File: src/rtl/stream_mux_4to1_pkg.sv
// Shared types and constants for the 4-input packet-granular stream collector.
package stream_mux_pkg;

  localparam int N_IN  = 4;
  localparam int SEL_W = 2;

  typedef enum logic {
    IDLE   = 1'b0,
    LOCKED = 1'b1
  } mux_state_t;

  // Index of the set bit of a one-hot vector; zero when the vector is empty.
  function automatic logic [SEL_W-1:0] onehot_idx(input logic [N_IN-1:0] oh);
    onehot_idx = '0;
    for (int i = 0; i < N_IN; i++) begin
      if (oh[i]) onehot_idx = SEL_W'(i);
    end
  endfunction

endpackage

File: src/rtl/stream_mux_4to1_if.sv
// Four valid/ready input streams plus the merged, source-tagged output stream.
interface stream_mux_4to1_if #(
  parameter int DATA_W = 8
);
  import stream_mux_pkg::*;

  logic [N_IN-1:0]        in_valid;
  logic [N_IN*DATA_W-1:0] in_data;
  logic [N_IN-1:0]        in_last;
  logic [N_IN-1:0]        in_ready;
  logic                   out_valid;
  logic [DATA_W-1:0]      out_data;
  logic                   out_last;
  logic [SEL_W-1:0]       out_sel;
  logic                   out_ready;

  modport slave (
    input  in_valid, in_data, in_last, out_ready,
    output in_ready, out_valid, out_data, out_last, out_sel
  );

  modport master (
    output in_valid, in_data, in_last, out_ready,
    input  in_ready, out_valid, out_data, out_last, out_sel
  );

endinterface

File: src/rtl/stream_mux_4to1_arb.sv
// Combinational round-robin arbiter: grants the first request at or after ptr.
module rr_arbiter_4
  import stream_mux_pkg::*;
(
  input  logic [N_IN-1:0]  req,
  input  logic [SEL_W-1:0] ptr,
  output logic [N_IN-1:0]  gnt
);

  logic [SEL_W-1:0] idx;
  logic             found;

  always_comb begin
    gnt   = '0;
    idx   = ptr;
    found = 1'b0;
    for (int k = 0; k < N_IN; k++) begin
      idx = ptr + SEL_W'(k);
      if (req[idx] && !found) begin
        gnt[idx] = 1'b1;
        found    = 1'b1;
      end
    end
  end

endmodule

File: src/rtl/stream_mux_4to1.sv
// Merges four byte streams into one; round-robin per packet, registered output tagged with source.
module stream_mux_4to1
  import stream_mux_pkg::*;
#(
  parameter int DATA_W = 8
) (
  input logic              clk,
  input logic              rst_n,
  stream_mux_4to1_if.slave bus
);

  mux_state_t       state, state_nxt;
  logic [SEL_W-1:0] ptr, ptr_nxt;
  logic [SEL_W-1:0] owner, owner_nxt;

  logic [N_IN-1:0]  rr_gnt;
  logic [N_IN-1:0]  grant;
  logic             can_accept;
  logic             accept;
  logic [SEL_W-1:0] sel_g;
  logic [DATA_W-1:0] data_g;
  logic             last_g;

  logic              vld_p1;
  logic [DATA_W-1:0] data_p1;
  logic              last_p1;
  logic [SEL_W-1:0]  sel_p1;

  rr_arbiter_4 u_arb (
    .req (bus.in_valid),
    .ptr (ptr),
    .gnt (rr_gnt)
  );

  assign can_accept   = !vld_p1 || bus.out_ready;
  // Gating with rst_n keeps in_ready low for the whole reset, not just after the first edge.
  assign bus.in_ready = (can_accept && rst_n) ? grant : '0;
  assign accept       = |bus.in_ready;
  assign sel_g        = onehot_idx(grant);
  assign data_g       = bus.in_data[int'(sel_g)*DATA_W +: DATA_W];
  assign last_g       = bus.in_last[sel_g];

  always_ff @(posedge clk or negedge rst_n) begin
    if (!rst_n) begin
      state <= IDLE;
      ptr   <= '0;
      owner <= '0;
    end else begin
      state <= state_nxt;
      ptr   <= ptr_nxt;
      owner <= owner_nxt;
    end
  end

  always_comb begin
    state_nxt = state;
    ptr_nxt   = ptr;
    owner_nxt = owner;
    if (accept) begin
      unique case (state)
        IDLE: begin
          if (last_g) begin
            ptr_nxt = sel_g + SEL_W'(1);
          end else begin
            state_nxt = LOCKED;
            owner_nxt = sel_g;
          end
        end
        LOCKED: begin
          if (last_g) begin
            state_nxt = IDLE;
            ptr_nxt   = owner + SEL_W'(1);
          end
        end
      endcase
    end
  end

  // While locked, a stalled owner still blocks every other requester.
  always_comb begin
    grant = '0;
    unique case (state)
      IDLE:   grant = rr_gnt;
      LOCKED: grant = bus.in_valid[owner] ? (N_IN'(1) << owner) : '0;
    endcase
  end

  // ---- p1: single-entry output register ----
  always_ff @(posedge clk or negedge rst_n) begin
    if (!rst_n) begin
      vld_p1  <= 1'b0;
      data_p1 <= '0;
      last_p1 <= 1'b0;
      sel_p1  <= '0;
    end else if (accept) begin
      vld_p1  <= 1'b1;
      data_p1 <= data_g;
      last_p1 <= last_g;
      sel_p1  <= sel_g;
    end else if (bus.out_ready) begin
      vld_p1  <= 1'b0;
    end
  end

  assign bus.out_valid = vld_p1;
  assign bus.out_data  = data_p1;
  assign bus.out_last  = last_p1;
  assign bus.out_sel   = sel_p1;

endmodule

File: src/flat_wrapper.sv
// flat-port wrapper written by rule: the top's interface ports become plain ports
module stream_mux_4to1_flat import stream_mux_pkg::*;
#(
  parameter int DATA_W = 8
)
  (clk, rst_n, bus_in_valid, bus_in_data, bus_in_last, bus_out_ready, bus_in_ready, bus_out_valid, bus_out_data, bus_out_last, bus_out_sel);
  stream_mux_4to1_if #(.DATA_W(DATA_W)) bus_i ();
  input logic clk;
  input logic rst_n;
  input wire logic [$bits(bus_i.in_valid)-1:0] bus_in_valid;
  input wire logic [$bits(bus_i.in_data)-1:0] bus_in_data;
  input wire logic [$bits(bus_i.in_last)-1:0] bus_in_last;
  input wire logic [$bits(bus_i.out_ready)-1:0] bus_out_ready;
  output wire logic [$bits(bus_i.in_ready)-1:0] bus_in_ready;
  output wire logic [$bits(bus_i.out_valid)-1:0] bus_out_valid;
  output wire logic [$bits(bus_i.out_data)-1:0] bus_out_data;
  output wire logic [$bits(bus_i.out_last)-1:0] bus_out_last;
  output wire logic [$bits(bus_i.out_sel)-1:0] bus_out_sel;
  assign bus_i.in_valid = bus_in_valid;
  assign bus_i.in_data = bus_in_data;
  assign bus_i.in_last = bus_in_last;
  assign bus_i.out_ready = bus_out_ready;
  assign bus_in_ready = bus_i.in_ready;
  assign bus_out_valid = bus_i.out_valid;
  assign bus_out_data = bus_i.out_data;
  assign bus_out_last = bus_i.out_last;
  assign bus_out_sel = bus_i.out_sel;
  stream_mux_4to1 #(.DATA_W(DATA_W)) u_core (.clk(clk), .rst_n(rst_n), .bus(bus_i));
endmodule
File: config.mk
export PLATFORM = sky130hd
export DESIGN_NAME = stream_mux_4to1_flat
export DESIGN_NICKNAME = d
export VERILOG_FILES = /design/src/rtl/stream_mux_4to1_pkg.sv /design/src/rtl/stream_mux_4to1_if.sv /design/src/rtl/stream_mux_4to1_arb.sv /design/src/rtl/stream_mux_4to1.sv /design/src/flat_wrapper.sv
export SDC_FILE = /design/constraint.sdc
export NUM_CORES = 1
export LEC_CHECK = 0
export ABC_AREA = 1
export CORE_MARGIN = 4
export CORE_UTILIZATION = 45
export DETAILED_ROUTE_END_ITERATION = 6
export PLACE_DENSITY = 0.8
export SYNTH_ARGS = -nofsm -noshare
export SYNTH_HDL_FRONTEND = slang
export SYNTH_SLANG_ARGS = --single-unit
File: constraint.sdc
create_clock -name clk -period 2.62 [get_ports clk]
set_input_delay 0.393 -clock clk [delete_from_list [all_inputs] [get_ports clk]]
set_output_delay 0.393 -clock clk [all_outputs]
set_load 0.03 [all_outputs]
==> results of run 1 <==
-- registers in the layout (all words and copies together) (netlist names) --
signal	flops
u_core.state	1
u_core.bus.out_sel	2
u_core.bus.out_data	8
u_core.ptr	2
u_core.bus.out_last	1
u_core.bus.out_valid	1
u_core.owner	2
-- stage by stage --
| stage | power [mW] | cell area, µm² |
|---|---|---|
| 2_1_floorplan | 2.23 | 1650 |
| 3_3_place_gp | 2.85 | 2290 |
| 3_5_place_dp | 2.88 | 2290 |
| 4_1_cts | 3.10 | 2350 |
| 5_1_grt | 3.53 | 2410 |
| 6_report | 3.22 | 2410 |
-- repair_timing --
item	CTS	global route
resized for setup	2	10
endpoints found under the hold margin	0	0
endpoints found under the setup margin	2	19
buffers inserted	0	4
pin swaps	0	6
-- power groups by stage --
| stage | clock network, mW | registers (mW) | logic [mW] |
|---|---|---|---|
| floorplan | 0 | 0.655 | 1.58 |
| global placement | 0 | 0.492 | 2.35 |
| detailed placement | 0 | 0.491 | 2.39 |
| CTS | 0.197 | 0.486 | 2.42 |
| global route | 0.209 | 0.499 | 2.82 |
| finish | 0.193 | 0.489 | 2.54 |
-- worst register-to-register path: stages, from the launching register on --
cell      delay, ns
dfrtp_1        0.40
clkinv_4       0.09
ha_4           0.30
inv_2          0.05
nand3_1        0.07
nand2_1        0.08
nand2_2        0.12
nor2_4         0.06
nand2_1        0.06
nand3_1        0.12
a21oi_2        0.23
nand2_2        0.13
nand2_4        0.19
nand2_1        0.09
nand2_2        0.10
nand2_2        0.07
nand2_2        0.10
nand2_1        0.06
nand2_1        0.06
-- cell type report --
class / count / area [µm²] / area share [%]
Inverter: 28 / 110 / 4.57
Sequential cell: 17 / 425 / 17.6
Tap cell: 46 / 57.6 / 2.39
Clock buffer: 3 / 41.3 / 1.71
Clock inverter: 1 / 5.00 / 0.208
Multi-Input combinational cell: 202 / 1070 / 44.5
Timing Repair Buffer: 73 / 699 / 29.0
-- routing by layer --
metal	global-route usage (%)	up-vias
met2	32.3	72
li1	-	946
met3	6.65	2
met5	0	-
met4	3.97	0
met1	24.7	811
-- cells by family after synthesis --
| group | Yosys count | synth area share, % |
|---|---|---|
| AOI/OAI and AO/OA | 30 | 12.2 |
| adders and majority gates | 7 | 5.31 |
| and+or+nand+nor | 165 | 45.4 |
| buffers and inverters | 37 | 11.3 |
| DFF | 17 | 25.8 |
-- layout by cell type, fill, tap and decap left out, drive strengths merged --
cell / instances
nor3: 2
nand2: 84
nand3b: 2
nand3: 33
buf: 19
o21a: 1
clkbuf: 3
nand4: 3
ha: 7
o21ai: 17
nor2: 41
o31ai: 1
a21oi: 10
a31oi: 1
clkinv: 4
dfrtp: 17
inv: 25
clkdlybuf4s50: 54
-- final timing paths --
kind | slack, ns | end | depth (start not counted) | start
max | 0.13 | bus_in_ready[2] | 13 | u_core.ptr[0]
min | 0.48 | u_core.bus.out_sel[1] | 2 | u_core.bus.out_sel[1]
max reg2reg | 0.20 | u_core.ptr[1] | 18 | u_core.ptr[0]
min reg2reg | 0.48 | u_core.bus.out_sel[1] | 2 | u_core.bus.out_sel[1]
max in group asynchronous | 1.93 | u_core.bus.out_data[5] | 2 | rst_n
min in group asynchronous | 0.50 | u_core.bus.out_data[7] | 2 | rst_n
==> metrics, run 1 <==
CTS sink cnt=17; vias in the first global route=1,622; final slew viol count=0; drt wl/cell=12.3 µm; Util after Layout=70.0%; CTS tree=done; Final ANT Viol Nets=0; Final Hold Viols=0; Tmin final=2.49 ns; clock root cell=clkbuf_8; # IOs=59; Worst-path clk slew=0.07 ns; sequential-to-total area share from yosys stat=25.8%; Synth async-reset ratio=100%; diode count=0; area share of the largest cell type after synthesis=25.8%; Final Setup Violations=0; Port Buffers=58; Filler Cells Inserted=302; global-route usage over all layers=19.6%; Max VDD drop=0.000608 V; FF+latch count, synth=17; syn nets=306; crit path max fanout=11; Num CTS Buffers=3; first-pass GRT wire length=7050 µm; actual slew at the worst max-slew pin=0.345 ns; DIE AREA=4700 µm²; worst path buffer plus inverter count=3; Cell Area, Synth=1650 µm²; Post-synth EDFFs=0; Hold Path Class=reg -> reg; crit path capture type=primary output; Finished Layout Cells=370; layout cells sized above 1=19.4%; Top delay family on crit path=simple AND/OR/NAND/NOR gates; Max stage delay cell, worst path=dfrtp_1; worst path arrival time=2.10 ns; PwrDens=1340 nW/µm²; slew margin rel.=76.9%; fin nets=375; Synth Instances=256; Yosys warning total=0; worst hold margin=0.482 ns; CP dominant cell by count=nand2_2; synth top area cells=dfrtp_1 26%, nand2_1 16%, nand3_1 9.1%, nor2_1 8.6%, ha_1 5.3%; leakage power=1.20 nW; dpl cells=362; DR vias/cell=4.95; clock skew=0.00468 ns; NetSw=1.72 mW; latest clock arrival within the worst-skew pair=0.25 ns; # rows=21; core area=3440 µm²; max layer used=met4; Fmax=0.401 GHz; initial detailed-routing violation count=126; Sw Share=53.4%; antenna violations before repair=0; required time worst endpoint=2.23 ns; Post-synth top cells=71 x nand2_1, 38 x nor2_1, 30 x nand3_1, 23 x inv_1, 17 x dfrtp_1; Seq pwr share=15.2%; post-route clock period utilization=95.2%; CP Class=reg -> out; height of the die=68.5 µm; status=finished clean; gpl congestion=0.862; CTS Hold Buffers Added=0; Layout Area Growth over Synthesis=46.2%; dpl ws=-0.00732 ns; crit-path cells=buf_4 -> nand2_1 -> nand3_1 -> nand2_2 -> nand2_2 -> nor2_4 -> nand2_1 -> nand3_1 -> nand2_1 -> nand2_2 -> nand2_2 -> inv_1 -> buf_4; Chip Width=68.5 µm; Fin Setup TNS=0 ns; met1 WL=1920 µm; largest net degree at the start of global routing=19; Max-Cap Viols=0; WL met3=386 µm; worst-case clock buffer depth=2; type of origin of the critical path=flop; Final HPWL DP=3550 µm; setup ws final=0.127 ns; drc violations=0; Synth area leader=dfrtp_1; Syn Area/Cell=6.44 µm²; CP peak stage delay=0.41 ns; Routed Wire Length=4550 µm; Detail Route met2 WL=2220 µm; initial core utilization=47.9%; htree depth=1; total grt overflow=0; vias=1,831; most frequent cell after synthesis=nand2_1; DRT Pass-1 Iters=4; Comb pwr share=78.9%; Internal=1.50 mW; Most used DFF post-synth=dfrtp_1; Clock Power Share=6.0%; post-synth cell types=29
Note: power is estimated with default switching activity, not from simulation.
==> inputs of run 2 (changes only) <==
Settings changed: SETUP_SLACK_MARGIN set to 0.15.
==> run 2 against run 1 <==
Net effect:
- critical endpoint unchanged
- final area grew 3.4%
- highest routed layer unchanged
- clock power is essentially flat
- cell count grew 1.1%
- combinational power grew 6%
- largest power group unchanged
==> metrics, run 2 (synthesized netlist as in run 1, its figures left out) <==
Num CTS Buffers=3 (unchanged); Filler Cells Inserted=290 (was 302); worst reg2reg path depth=18 (unchanged); Max-Cap Viols=0 (unchanged); core area=3440 µm² (unchanged); Fmax=0.403 GHz (was 0.401 GHz); R2R setup slack=0.23 ns (was 0.20 ns); Layout Area Growth over Synthesis=51.1% (was 46.2%); routing usage on met2=32.4% (was 32.3%); CTS Hold Buffers Added=0 (unchanged); Hold EP=u_core.bus.out_sel[1] (unchanged); fin nets=379 (was 375); vias in the first global route=1,615 (was 1,622); required time worst endpoint=2.23 ns (about the same); antenna violations before repair=0 (unchanged); drt wl/cell=12.7 µm (was 12.3 µm); htree depth=1 (unchanged); number of flip-flops in the largest register=8 (unchanged); Chip Width=68.5 µm (unchanged); Max VDD drop=0.000603 V (was 0.000608 V); worst-case clock buffer depth=2 (unchanged); initial core utilization=47.9% (unchanged); met1 usage=25.6% (was 24.7%); worst path arrival time=2.09 ns (was 2.10 ns); leakage power=1.26 nW (was 1.20 nW); Port Buffers=58 (unchanged); slew margin rel.=76.4% (was 76.9%); GR Layer Usage met3=6.00% (was 6.65%); unrepaired setup endpoints after global routing=yes; DR vias/cell=4.97 (was 4.95); Final Setup Violations=0 (unchanged); Worst-path clk slew=0.07 ns (about the same); PwrDens=1350 nW/µm² (was 1340 nW/µm²); # rows=21 (unchanged); initial detailed-routing violation count=176 (was 126); final slew viol count=0 (unchanged); first-pass GRT wire length=7130 µm (was 7050 µm); type of origin of the critical path=flop (unchanged); crit path capture type=primary output (unchanged); clock root cell=clkbuf_8 (unchanged); layout cells sized above 1=22.6% (was 19.4%); Hold Path Class=reg -> reg (unchanged); commonest non-fill, non-tap cell in the layout=nand2_1 (unchanged); diode count=0 (unchanged); # IOs=59 (unchanged); CTS sink cnt=17 (unchanged); CP Class=reg -> out (unchanged); vias=1,860 (was 1,831); DRT Pass-1 Iters=4 (unchanged); Tmin final=2.48 ns (was 2.49 ns); CTS tree=done (unchanged); post-route clock period utilization=94.7% (was 95.2%); Final Hold Viols=0 (unchanged); status=finished clean (unchanged); busiest grt layer=met2 (unchanged); gpl congestion=0.862 (unchanged); global-route usage over all layers=19.8% (was 19.6%); drc violations=0 (unchanged); Worst R2R End=u_core.ptr[1] (unchanged); Routed Wire Length=4760 µm (was 4550 µm); placed inst area=2290 µm² (unchanged); final instance area=2490 µm² (was 2410 µm²); Final ANT Viol Nets=0 (unchanged); DIE AREA=4700 µm² (unchanged); largest net degree at the start of global routing=19 (unchanged); commonest non-fill, non-tap cells in the layout=62 x nand2_1, 50 x clkdlybuf4s50_1, 38 x nor2_1 (was 66 x nand2_1, 54 x clkdlybuf4s50_1, 38 x nor2_1); Final HPWL DP=3550 µm (unchanged); Design Power=3.37 mW (was 3.22 mW); height of the die=68.5 µm (unchanged); latest clock arrival within the worst-skew pair=0.25 ns (about the same); FF-to-FF Start=u_core.ptr[0] (unchanged); worst hold stages=2 (unchanged); worst hold start=u_core.bus.out_sel[1] (unchanged); total grt overflow=0 (unchanged); actual slew at the worst max-slew pin=0.351 ns (was 0.345 ns); clock skew=0.00276 ns (was 0.00468 ns); crit path max fanout=4 (was 11)
## run 2: repair_timing
item,CTS,global route
hold endpoints to repair,0,0
pin swaps,0,10
gates resized for setup,4,23
buffers inserted,1,7
setup endpoints to repair,9,18
## run 2: how the worst max path moves through the flow
| stage | startpoint | to | slack [ns] |
|---|---|---|---|
| after floorplan | u_core.ptr[0] | u_core.bus.out_data[0] | 0.29 |
| after global placement | bus_in_valid[1] | u_core.owner[0] | 0.01 |
| after detailed placement | bus_in_valid[1] | u_core.ptr[1] | -0.007 |
| after CTS | bus_in_valid[1] | bus_in_ready[2] | 0.15 |
| after global routing | u_core.ptr[1] | bus_in_ready[2] | -0.01 |
| final | u_core.ptr[1] | bus_in_ready[2] | 0.14 |
## run 2: per-stage QoR
| stage | TNS, ns | worst slack, ns | hold slack [ns] | utilization, % | instances |
|---|---|---|---|---|---|
| global placement | 0 | 0.0149 | 0.478 | 66.6 | 362 |
| floorplan | 0 | 0.288 | 0.0974 | - | 256 |
| finish | 0 | 0.138 | 0.480 | 72.4 | 374 |
| CTS | 0 | 0.154 | 0.485 | 68.8 | 367 |
| detailed placement | -0.0140 | -0.00732 | 0.468 | 66.6 | 362 |
| global route | -0.0137 | -0.0137 | 0.506 | 72.4 | 374 |
## run 2: worst max-delay path, cell delays in order, from the launching register on
cell and delay, ns:
dfrtp_1 0.39, inv_2 0.09, ha_4 0.23, inv_4 0.06, nand3_2 0.06, nand2_2 0.11, nand2_4 0.08, nor2_4 0.16
nand2_1 0.07, nand3_1 0.13, nand2_1 0.09, nand2_2 0.09, nand2_2 0.07, inv_1 0.06, buf_4 0.15
## run 2: cell type report
cell class	instances	area [µm²]	area share, %
sequential	17	425	17.1
timing repair buffer	77	747	30.0
tap	46	57.6	2.31
clock buffer	3	41.3	1.66
inverter	28	110	4.42
clock inverter	1	5.00	0.201
multi-input combinational	202	1110	44.4
## run 2: report_power, final
part           total, mW  switching, mW  leakage (nW)  internal, mW
registers          0.488         0.0906         0.202         0.398
clock network      0.192         0.0864        0.0255         0.105
logic               2.69           1.62          1.03          1.08
## run 2: per-layer routing
metal	vias up	wire length [µm]	share of wire, %
met2	86	2330	49
li1	957	-	-
met4	0	24	0.50
met1	813	1970	41
met5	-	0	0
met3	4	433	9.1
==> inputs of run 3 (changes only) <==
Settings changed: CORE_UTILIZATION 45 to 40, PLACE_DENSITY 0.8 to 0.73.
==> run 3 against run 2 <==
Net effect:
- clock skew about the same
- global-route usage down 2.2 points
- clock power about the same
- die area up 11%
- hold slack better by 0.0074 ns
- non-clock buffer count up 1
- combinational power up 2%
- largest power group unchanged
==> metrics, run 3 (synthesized netlist as in run 1, its figures left out) <==
gpl congestion=0.860 (was 0.862); diode count=0 (unchanged); layout cells sized above 1=24.9% (was 22.6%); vias=1,856 (was 1,860); initial detailed-routing violation count=133 (was 176); Top delay family on crit path=simple AND/OR/NAND/NOR gates (unchanged); Layout Area Growth over Synthesis=55.0% (was 51.1%); FF-to-FF Start=u_core.ptr[0] (unchanged); worst path arrival time=1.99 ns (was 2.09 ns); required time worst endpoint=2.23 ns (about the same); CP peak stage delay=0.40 ns (was 0.39 ns); Fin Setup TNS=0 ns (unchanged); antenna violations before repair=0 (unchanged); clock skew=0.00240 ns (was 0.00276 ns); DIE AREA=5210 µm² (was 4700 µm²); Fmax=0.419 GHz (was 0.403 GHz); Hold Path Class=reg -> reg (unchanged); Crit. Startpoint=u_core.ptr[0] (was u_core.ptr[1]); actual slew at the worst max-slew pin=0.349 ns (was 0.351 ns); crit-path cells=inv_4 -> ha_4 -> nand3_1 -> nand2_2 -> nand2_4 -> nor2_4 -> nand2_1 -> nand3b_1 -> nand2_1 -> nand2_2 -> nand2_2 -> inv_2 -> buf_6 (was inv_2 -> ha_4 -> inv_4 -> nand3_2 -> nand2_2 -> nand2_4 -> nor2_4 -> nand2_1 -> nand3_1 -> nand2_1 -> nand2_2 -> nand2_2 -> inv_1 -> buf_4); WL met3=414 µm (was 433 µm); Worst R2R End=u_core.ptr[1] (unchanged); sequential cell area=425 µm² (unchanged); CTS tree=done (unchanged); type of origin of the critical path=flop (unchanged); commonest non-fill, non-tap cell in the layout=nand2_1 (unchanged); met1 WL=2020 µm (was 1970 µm); Final HPWL DP=3420 µm (was 3550 µm); Max VDD drop=0.000587 V (was 0.000603 V); Routed Wire Length=4670 µm (was 4760 µm); vias in the first global route=1,739 (was 1,615); DRT Pass-1 Iters=4 (unchanged); Finished Layout Cells=379 (was 374); crit path capture type=primary output (unchanged); worst path buffer plus inverter count=3 (was 4); largest net degree at the start of global routing=19 (unchanged); worst hold start=u_core.bus.out_sel[1] (unchanged); drc violations=0 (unchanged); dpl cells=367 (was 362); unrepaired setup endpoints after global routing=yes (unchanged); Design Power=3.44 mW (was 3.37 mW); post-route clock period utilization=91.1% (was 94.7%); Num CTS Buffers=3 (unchanged); total grt overflow=0 (unchanged); max layer used=met4 (unchanged); DR vias/cell=4.90 (was 4.97); # rows=23 (was 21); # IOs=59 (unchanged); Hold EP=u_core.bus.out_sel[1] (unchanged); CTS sink cnt=17 (unchanged); htree depth=1 (unchanged); CP Class=reg -> out (unchanged); Final ANT Viol Nets=0 (unchanged); worst hold stages=2 (unchanged); worst reg2reg path depth=18 (unchanged); global-route usage over all layers=17.5% (was 19.8%); latest clock arrival within the worst-skew pair=0.25 ns (about the same); PwrDens=1350 nW/µm² (about the same); clock root cell=clkbuf_8 (unchanged); Max-Cap Viols=0 (unchanged); commonest non-fill, non-tap cells in the layout=57 x nand2_1, 50 x clkdlybuf4s50_1, 38 x nor2_1 (was 62 x nand2_1, 50 x clkdlybuf4s50_1, 38 x nor2_1); R2R setup slack=0.32 ns (was 0.23 ns); core area=4000 µm² (was 3440 µm²); drt wl/cell=12.3 µm (was 12.7 µm); crit path max fanout=4 (unchanged); Filler Cells Inserted=368 (was 290); number of flip-flops in the largest register=8 (unchanged); final slew viol count=0 (unchanged); area of the multi-input gates=1140 µm² (was 1110 µm²); worst-case clock buffer depth=2 (unchanged); fin nets=380 (was 379); slew margin rel.=76.7% (was 76.4%); first-pass GRT wire length=7470 µm (was 7130 µm); CTS Hold Buffers Added=0 (unchanged); Max stage delay cell, worst path=dfrtp_1 (unchanged); height of the die=72.2 µm (was 68.5 µm); Detail Route met2 WL=2210 µm (was 2330 µm); Final Setup Violations=0 (unchanged); status=finished clean (unchanged); Chip Width=72.2 µm (was 68.5 µm); CP dominant cell by count=nand2_2 (unchanged); initial core utilization=41.2% (was 47.9%); leakage power=1.29 nW (was 1.26 nW); Tmin final=2.39 ns (was 2.48 ns); Worst-path clk slew=0.06 ns (was 0.07 ns); Final Hold Viols=0 (unchanged); Port Buffers=58 (unchanged)
run 3: changes by cell type in the layout (fill, tap and decap cells not counted), moves of 2 or more:
cell,delta
buf_4,-2
buf_6,+2
inv_1,-2
inv_2,+2
nand2_1,-5
nand2_2,+2
nand2_4,+3
run 3: worst reg2reg max path: stages, from the launching register on:
cell,delay [ns]
dfrtp_1,0.40
inv_4,0.06
ha_4,0.29
inv_4,0.04
nand3_1,0.08
nand2_2,0.08
nand3_1,0.08
nand2_1,0.05
clkinv_1,0.06
nand3_4,0.10
a21oi_4,0.27
buf_12,0.16
nand2_8,0.10
nand2_1,0.10
nand2_2,0.07
nand2_2,0.08
nand2_2,0.07
nand2_1,0.06
nand2_1,0.05
run 3: area by class of cell:
class | instances | share of cell area [%]
clock buffers | 3 | 1.62
well taps | 50 | 2.45
multi-input cells | 202 | 44.6
clock inverters | 1 | 0.196
inverters | 28 | 4.31
flip-flops and latches | 17 | 16.6
repair buffers | 78 | 30.2
run 3: worst max-delay path by stage:
stage               slack, ns                      to  depth (start not counted)
floorplan                0.29  u_core.bus.out_data[0]                         20
global placement         0.02  u_core.bus.out_data[5]                         18
detailed placement       0.01  u_core.bus.out_data[2]                         18
CTS                      0.14         bus_in_ready[2]                         14
global route             0.11         bus_in_ready[2]                         14
finish                   0.23         bus_in_ready[1]                         13
run 3: through the flow:
| stage | setup slack [ns] | area (µm²) | hold slack [ns] | util [%] |
|---|---|---|---|---|
| 5_1_grt | 0.105 | 2560 | 0.516 | 63.9 |
| 3_5_place_dp | 0.0116 | 2310 | 0.481 | 57.6 |
| 6_report | 0.234 | 2560 | 0.488 | 63.9 |
| 3_3_place_gp | 0.0217 | 2310 | 0.468 | 57.6 |
| 4_1_cts | 0.145 | 2390 | 0.497 | 59.7 |
| 2_1_floorplan | 0.288 | 1650 | 0.0974 | - |
run 3: metal layers:
metal / GRT usage (%) / vias up
li1: - / 957
met1: 22.3 / 832
met2: 28.1 / 63
met3: 6.79 / 4
met4: 3.97 / 0
met5: 0 / -
run 3: timing repair:
action / CTS / global route
setup buffers: 1 / 7
setup endpoints to repair: 9 / 18
resized for setup: 8 / 33
pin swaps: 0 / 17
run 3: report_power, final:
group	switching (mW)	total, mW	internal, mW	leakage (nW)
Sequential	0.0911	0.489	0.398	0.202
Combinational	1.63	2.75	1.13	1.06
Clock	0.0894	0.195	0.105	0.0255
